<file path="src/rtl/nibble_serial_add_ctrl_pkg.sv">
// Shared types and constants for the nibble-serial adder sequencer.
// Optional feature macro used by this block: NSA_SUB_EN (subtract mode).
package nsa_pkg;

    typedef enum logic [1:0] {
        IDLE,
        RUN,
        DONE
    } nsa_state_t;

    localparam int NIBBLE_W = 4;

endpackage

</file>
<file path="src/rtl/nibble_serial_add_ctrl_if.sv">
// Operand/result handshake bundle for the nibble-serial adder sequencer.
// The slave modport is the adder; the master modport is the operand source plus result sink.
// With NSA_SUB_EN defined the bundle also carries the op_sub select.
interface nibble_serial_add_ctrl_if #(
    parameter int WIDTH = 16
) ();

    logic             in_valid;
    logic             in_ready;
    logic [WIDTH-1:0] op_a;
    logic [WIDTH-1:0] op_b;
    logic             cin;
`ifdef NSA_SUB_EN
    logic             op_sub;
`endif
    logic             out_valid;
    logic             out_ready;
    logic [WIDTH-1:0] sum;
    logic             cout;
    logic             busy;

`ifdef NSA_SUB_EN
    modport master (
        output in_valid, op_a, op_b, cin, op_sub, out_ready,
        input  in_ready, out_valid, sum, cout, busy
    );

    modport slave (
        input  in_valid, op_a, op_b, cin, op_sub, out_ready,
        output in_ready, out_valid, sum, cout, busy
    );
`else
    modport master (
        output in_valid, op_a, op_b, cin, out_ready,
        input  in_ready, out_valid, sum, cout, busy
    );

    modport slave (
        input  in_valid, op_a, op_b, cin, out_ready,
        output in_ready, out_valid, sum, cout, busy
    );
`endif

endinterface

</file>
<file path="src/rtl/nibble_serial_add_ctrl_rca4.sv">
// Purely combinational 4-bit ripple-carry slice built from full-adder bit cells.
// The sequencer reuses this single slice for every nibble of the operands.
module nibble_rca4
    import nsa_pkg::*;
(
    input  logic [NIBBLE_W-1:0] a_i,
    input  logic [NIBBLE_W-1:0] b_i,
    input  logic                cin_i,
    output logic [NIBBLE_W-1:0] s_o,
    output logic                cout_o
);

    logic [NIBBLE_W:0] carry;

    assign carry[0] = cin_i;

    // One full-adder cell per bit; each cell's carry feeds the next cell up.
    for (genvar i = 0; i < NIBBLE_W; i++) begin : g_fa
        assign s_o[i]       = a_i[i] ^ b_i[i] ^ carry[i];
        assign carry[i + 1] = (a_i[i] & b_i[i]) | (carry[i] & (a_i[i] ^ b_i[i]));
    end

    assign cout_o = carry[NIBBLE_W];

endmodule

</file>
<file path="src/rtl/nibble_serial_add_ctrl.sv">
// Nibble-serial adder sequencer: one WIDTH-bit add spread over WIDTH/4 passes of a
// shared 4-bit ripple-carry slice, with the slice carry registered between passes.
// Operands arrive on a valid/ready handshake; the result is held on a valid/ready handshake.
// Optional feature macro: NSA_SUB_EN adds op_sub, which turns the operation into A - B.
module nibble_serial_add_ctrl
    import nsa_pkg::*;
#(
    parameter int WIDTH = 16
) (
    input logic                     clk,
    input logic                     rst,
    nibble_serial_add_ctrl_if.slave bus
);

    localparam int NIBBLES = WIDTH / NIBBLE_W;
    localparam int IDX_W   = (NIBBLES > 1) ? $clog2(NIBBLES) : 1;
    localparam logic [IDX_W-1:0] LAST_IDX = IDX_W'(NIBBLES - 1);

    if (WIDTH < NIBBLE_W || (WIDTH % NIBBLE_W) != 0) begin : g_width_check
        $error("nibble_serial_add_ctrl: WIDTH (%0d) must be a multiple of 4 and >= 4", WIDTH);
    end

    nsa_state_t       state_q,     state_d;
    logic [IDX_W-1:0] idx_q,       idx_d;
    logic [WIDTH-1:0] a_q,         a_d;
    logic [WIDTH-1:0] b_q,         b_d;
    logic [WIDTH-1:0] acc_q,       acc_d;
    logic             carry_q,     carry_d;
    logic [WIDTH-1:0] sum_q,       sum_d;
    logic             cout_q,      cout_d;
    logic             out_valid_q, out_valid_d;

    logic [NIBBLE_W-1:0] nib_a;
    logic [NIBBLE_W-1:0] nib_b;
    logic [NIBBLE_W-1:0] nib_s;
    logic                nib_cout;

    assign nib_a = a_q[NIBBLE_W*int'(idx_q) +: NIBBLE_W];
    assign nib_b = b_q[NIBBLE_W*int'(idx_q) +: NIBBLE_W];

    nibble_rca4 u_slice (
        .a_i    (nib_a),
        .b_i    (nib_b),
        .cin_i  (carry_q),
        .s_o    (nib_s),
        .cout_o (nib_cout)
    );

    // State, counter and datapath registers; reset discards any operation in flight.
    always_ff @(posedge clk or posedge rst) begin
        if (rst) begin
            state_q     <= IDLE;
            idx_q       <= '0;
            a_q         <= '0;
            b_q         <= '0;
            acc_q       <= '0;
            carry_q     <= 1'b0;
            sum_q       <= '0;
            cout_q      <= 1'b0;
            out_valid_q <= 1'b0;
        end else begin
            state_q     <= state_d;
            idx_q       <= idx_d;
            a_q         <= a_d;
            b_q         <= b_d;
            acc_q       <= acc_d;
            carry_q     <= carry_d;
            sum_q       <= sum_d;
            cout_q      <= cout_d;
            out_valid_q <= out_valid_d;
        end
    end

    // Next-state logic: latch at accept, one slice pass per RUN cycle, and hold the
    // published result in DONE until the sink takes it. The visible sum/cout only change
    // on the RUN->DONE edge, so partial nibbles collect in acc_q meanwhile.
    always_comb begin
        state_d     = state_q;
        idx_d       = idx_q;
        a_d         = a_q;
        b_d         = b_q;
        acc_d       = acc_q;
        carry_d     = carry_q;
        sum_d       = sum_q;
        cout_d      = cout_q;
        out_valid_d = out_valid_q;

        case (state_q)
            IDLE: begin
                if (bus.in_valid) begin
                    a_d     = bus.op_a;
                    b_d     = bus.op_b;
                    carry_d = bus.cin;
`ifdef NSA_SUB_EN
                    if (bus.op_sub) begin
                        b_d     = ~bus.op_b;
                        carry_d = 1'b1;
                    end
`endif
                    idx_d   = '0;
                    state_d = RUN;
                end
            end

            RUN: begin
                acc_d[NIBBLE_W*int'(idx_q) +: NIBBLE_W] = nib_s;
                carry_d = nib_cout;
                if (idx_q == LAST_IDX) begin
                    sum_d   = acc_d;
                    cout_d  = nib_cout;
                    idx_d   = '0;
                    state_d = DONE;
                end else begin
                    idx_d = idx_q + 1'b1;
                end
            end

            DONE: begin
                if (out_valid_q && bus.out_ready) begin
                    out_valid_d = 1'b0;
                    state_d     = IDLE;
                end else begin
                    out_valid_d = 1'b1;
                end
            end

            default: begin
                out_valid_d = 1'b0;
                state_d     = IDLE;
            end
        endcase
    end

    assign bus.in_ready  = (state_q == IDLE);
    assign bus.busy      = (state_q != IDLE);
    assign bus.out_valid = out_valid_q;
    assign bus.sum       = sum_q;
    assign bus.cout      = cout_q;

endmodule

</file>
<file path="src/flat_wrapper.sv">
// flat-port wrapper written by rule: the top's interface ports become plain ports
module nibble_serial_add_ctrl_flat import nsa_pkg::*;
#(
    parameter int WIDTH = 16
)
  (clk, rst, bus_in_valid, bus_op_a, bus_op_b, bus_cin, bus_out_ready, bus_in_ready, bus_out_valid, bus_sum, bus_cout, bus_busy);
  nibble_serial_add_ctrl_if #(.WIDTH(WIDTH)) bus_i ();
  input logic clk;
  input logic rst;
  input wire logic [$bits(bus_i.in_valid)-1:0] bus_in_valid;
  input wire logic [$bits(bus_i.op_a)-1:0] bus_op_a;
  input wire logic [$bits(bus_i.op_b)-1:0] bus_op_b;
  input wire logic [$bits(bus_i.cin)-1:0] bus_cin;
  input wire logic [$bits(bus_i.out_ready)-1:0] bus_out_ready;
  output wire logic [$bits(bus_i.in_ready)-1:0] bus_in_ready;
  output wire logic [$bits(bus_i.out_valid)-1:0] bus_out_valid;
  output wire logic [$bits(bus_i.sum)-1:0] bus_sum;
  output wire logic [$bits(bus_i.cout)-1:0] bus_cout;
  output wire logic [$bits(bus_i.busy)-1:0] bus_busy;
  assign bus_i.in_valid = bus_in_valid;
  assign bus_i.op_a = bus_op_a;
  assign bus_i.op_b = bus_op_b;
  assign bus_i.cin = bus_cin;
  assign bus_i.out_ready = bus_out_ready;
  assign bus_in_ready = bus_i.in_ready;
  assign bus_out_valid = bus_i.out_valid;
  assign bus_sum = bus_i.sum;
  assign bus_cout = bus_i.cout;
  assign bus_busy = bus_i.busy;
  nibble_serial_add_ctrl #(.WIDTH(WIDTH)) u_core (.clk(clk), .rst(rst), .bus(bus_i));
endmodule
</file>
<file path="config.mk">
export PLATFORM = sky130hd
export DESIGN_NAME = nibble_serial_add_ctrl_flat
export DESIGN_NICKNAME = d
export VERILOG_FILES = /design/src/rtl/nibble_serial_add_ctrl_pkg.sv /design/src/rtl/nibble_serial_add_ctrl_if.sv /design/src/rtl/nibble_serial_add_ctrl_rca4.sv /design/src/rtl/nibble_serial_add_ctrl.sv /design/src/flat_wrapper.sv
export SDC_FILE = /design/constraint.sdc
export NUM_CORES = 1
export LEC_CHECK = 0
export BUFFER_PORTS_ARGS = -buffer_cell sky130_fd_sc_hd__buf_2
export CAP_MARGIN = 5
export CORE_AREA = 10 10 119 121
export CTS_BUF_LIST = sky130_fd_sc_hd__clkbuf_4 sky130_fd_sc_hd__clkbuf_8 sky130_fd_sc_hd__clkbuf_16
export DETAILED_ROUTE_END_ITERATION = 6
export DIE_AREA = 0 0 129 131
export SYNTH_ARGS = -nofsm -noshare
export SYNTH_HDL_FRONTEND = slang
export SYNTH_SLANG_ARGS = --single-unit
</file>
<file path="constraint.sdc">
create_clock -name clk -period 6.1 [get_ports clk]
set_input_delay 1.22 -clock clk [delete_from_list [all_inputs] [get_ports clk]]
set_output_delay 1.22 -clock clk [all_outputs]
set_load 0.01 [all_outputs]
</file>
==> flow_summary.toml <==
[status]
status = "complete, no violations"

[logic_synthesis]
synth_top_area_share_pct = 51.28
yosysWarnings = 0
synth_top_cell_by_area = "dfrtp_1"
synth.most_common_cell = "dfrtp_1"
yosys.area_share.simple_pct = 9.751
synth_xor_area_share_pct = 0
syn-num-nets = 306
ys_types = 31
synth_edf_count = 0
synthCells = 259
synth_commonest_cells = "71 x dfrtp_1, 26 x mux2_4, 18 x nand2b_1, 18 x nor2_1, 17 x a21oi_1"
ys_seq_elements = 71
ys_top_cells_by_area = "dfrtp_1 51%, mux2_4 11%, mux4_2 5.2%, nand2b_1 3.3%, a21oi_1 2.5%"
synth_compound_area_share_pct = 9.462
seq_area_frac_synth_pct = 51.28
synthAdderAreaFrac_pct = 4.478
synth_ff_type = "dfrtp_1"
syn_area_per_cell_um2 = 13.38
yosys-mux-area-fraction_pct = 18.74
synth_top_family_by_area = "multiplexers"
synthArstFlopShare_pct = 100.0
synthesis.area_um2 = 3465

[clocking]
cts_buffers = 9
clkTransAtPathRegs_ns = 0.05
post_cts_resized = 0
ctsHtreeMaxLevel = 3
clockRootBuffer = "clkbuf_16"
cts_sinks = 71
clock_latency_ns = 0.33
cts_hold_buf = 0
cts.path.max_buffers = 2
cts_setup_buffers = 0
cts_tree = "built"

[floorplan]
die_y_um = 131
die-area_um2 = 16900
start_util_pct = 29.33
die_w_um = 129
rows = 40
io_pins = 57
core_um2 = 11810

[setup_path]
worstSetupPathType = "reg2reg"
critPathRequiredTime_ns = 6.25
endpoint_kind = "flip-flop"
crit_fanout = 17
start_kind = "flip-flop"
arrival_ns = 3.51

[routing]
drt-wirelength-per-cell_um = 16.38
ant_nets = 0
via_per_inst = 4.639
drc = 0
first_iter_violations = 178
first_pass_iters = 4
vias = 2148
drt-total-wl_um = 7585

[run]
cap_violations = 0

[place]
io_buffers = 56
place_congestion = 0.7881
dpl.hpwl_um = 5426
dp_slack_ns = 2.708
place_area_um2 = 3789
dp.cells = 447

[sta]
whs_ns = 0.4807
setup_viol = 0
min_period_over_period_pct = 55.16
tns_ns = 0
rsz0062_at_grt = "false"
worst_slew_pin_slew_ns = 1.237
fin_crit_ns = 3.365
skew_ns = 0.004072
drv_slew = 0
final.setup.worst_slack_ns = 2.735
hold_violations = 0
fmax_mhz = 297.2
slew_headroom_pct = 16.39

[layout]
final_net_count = 358
ff_latch_area_um2 = 1777
syn_to_final_growth_pct = 18.96
drive_above_1_share_pct = 38.29
final_cells = 463
nFillCells = 1164
stdcell_area_um2 = 4121
multi_input_area_um2 = 1476
fin_util_pct = 34.89
n_antenna_cell = 0

[global_route]
grt_max_degree = 72
grt_overflow = 0
grt_usage_pct = 9.326
antenna_found_initial = 0
grt_pass1_wl_um = 12130
first_global_vias = 2241

[power_and_ir_drop]
leakagePower_nw = 1.890
p_per_area_nw_per_um2 = 657.8
ir_drop_v = 0.0002386
power_mw = 2.711

[worst_hold_path]
hold_class = "reg2reg"
## kinds of logic (layout without fill, tap and decap cells)
group,after synthesis,after routing
flip-flops,71,71
AND/OR/NAND/NOR,59,59
multiplexers,41,41
adder cells (fa/ha/maj),10,10
AO/OA/AOI/OAI,47,47
buffers and inverters,31,88
## power breakdown
part / internal (mW) / total, mW / switching [mW]
Clock: 0.389 / 0.579 / 0.190
Combinational: 0.632 / 1.28 / 0.643
Sequential: 0.694 / 0.857 / 0.163
## cells in the final DEF (no fill, tap or decap)
master and n:
a21oi_1 17, and3b_1 1, o21ai_0 1, bufinv_16 2, mux2_4 26, a31oi_1 8
a22o_1 8, nand2b_1 18, buf_2 56, nor3b_4 1, mux2_2 7, a32o_1 8
inv_2 1, o21bai_1 1, o31ai_1 3, dfrtp_1 71, clkbuf_8 2, or3_1 1
mux4_2 8, nor2_1 18, clkbuf_4 2, inv_1 12, and4b_1 1, nor4bb_1 1
buf_4 3, clkinv_2 1, fa_1 4, a22oi_1 1, or2_2 1, nand2_1 6
clkbuf_16 9, and4bb_2 2, nor2b_1 9, ha_1 6
## critical path, cell delays in order, from the launching register on
cell and delay (ns):
dfrtp_1 0.82, mux4_2 0.58, inv_1 0.09, fa_1 0.17, inv_1 0.05, fa_1 0.36
inv_1 0.08, fa_1 0.16, inv_1 0.05, fa_1 0.57, a21oi_1 0.18, a21oi_1 0.09
## worst paths after layout
path	from	cells after the start	slack (ns)	end
min in group asynchronous	rst	3	1.15	u_core.acc_q[12]$_DFFE_PP0P_
worst max register to register	u_core.idx_q[0]$_DFFE_PP0P_	11	2.74	u_core.bus.sum[3]$_DFFE_PP0P_
worst min-delay path	u_core.acc_q[3]$_DFFE_PP0P_	1	0.48	u_core.acc_q[3]$_DFFE_PP0P_
worst min register to register	u_core.acc_q[3]$_DFFE_PP0P_	1	0.48	u_core.acc_q[3]$_DFFE_PP0P_
max in group asynchronous	rst	3	4.33	u_core.a_q[8]$_DFFE_PP0P_
worst max-delay path	u_core.idx_q[0]$_DFFE_PP0P_	11	2.74	u_core.bus.sum[3]$_DFFE_PP0P_
## routing by layer
| layer | global-route usage [%] | share of wire [%] |
|---|---|---|
| met5 | 0 | 0 |
| met4 | 3.278 | 1.4 |
| met3 | 3.948 | 6.1 |
| met2 | 13.26 | 45 |
| met1 | 12.39 | 48 |
## flip-flops by register name, summed over array words and instances, names as in the netlist
register,count
u_core.acc_q,16
u_core.bus.sum,16
u_core.a_q,16
u_core.b_q,16
u_core.idx_q,2
u_core.bus.out_valid,1
u_core.bus.cout,1
u_core.carry_q,1
u_core.state_q,2
## cell type report
class	count	area share, %
Sequential cell	71	43.11
Multi-Input combinational cell	157	35.82
Timing Repair Buffer	59	7.347
Clock buffer	13	6.497
Tap cell	147	4.463
Clock inverter	3	1.579
Inverter	13	1.184
No activity file was read; power rests on OpenSTA's default activity.
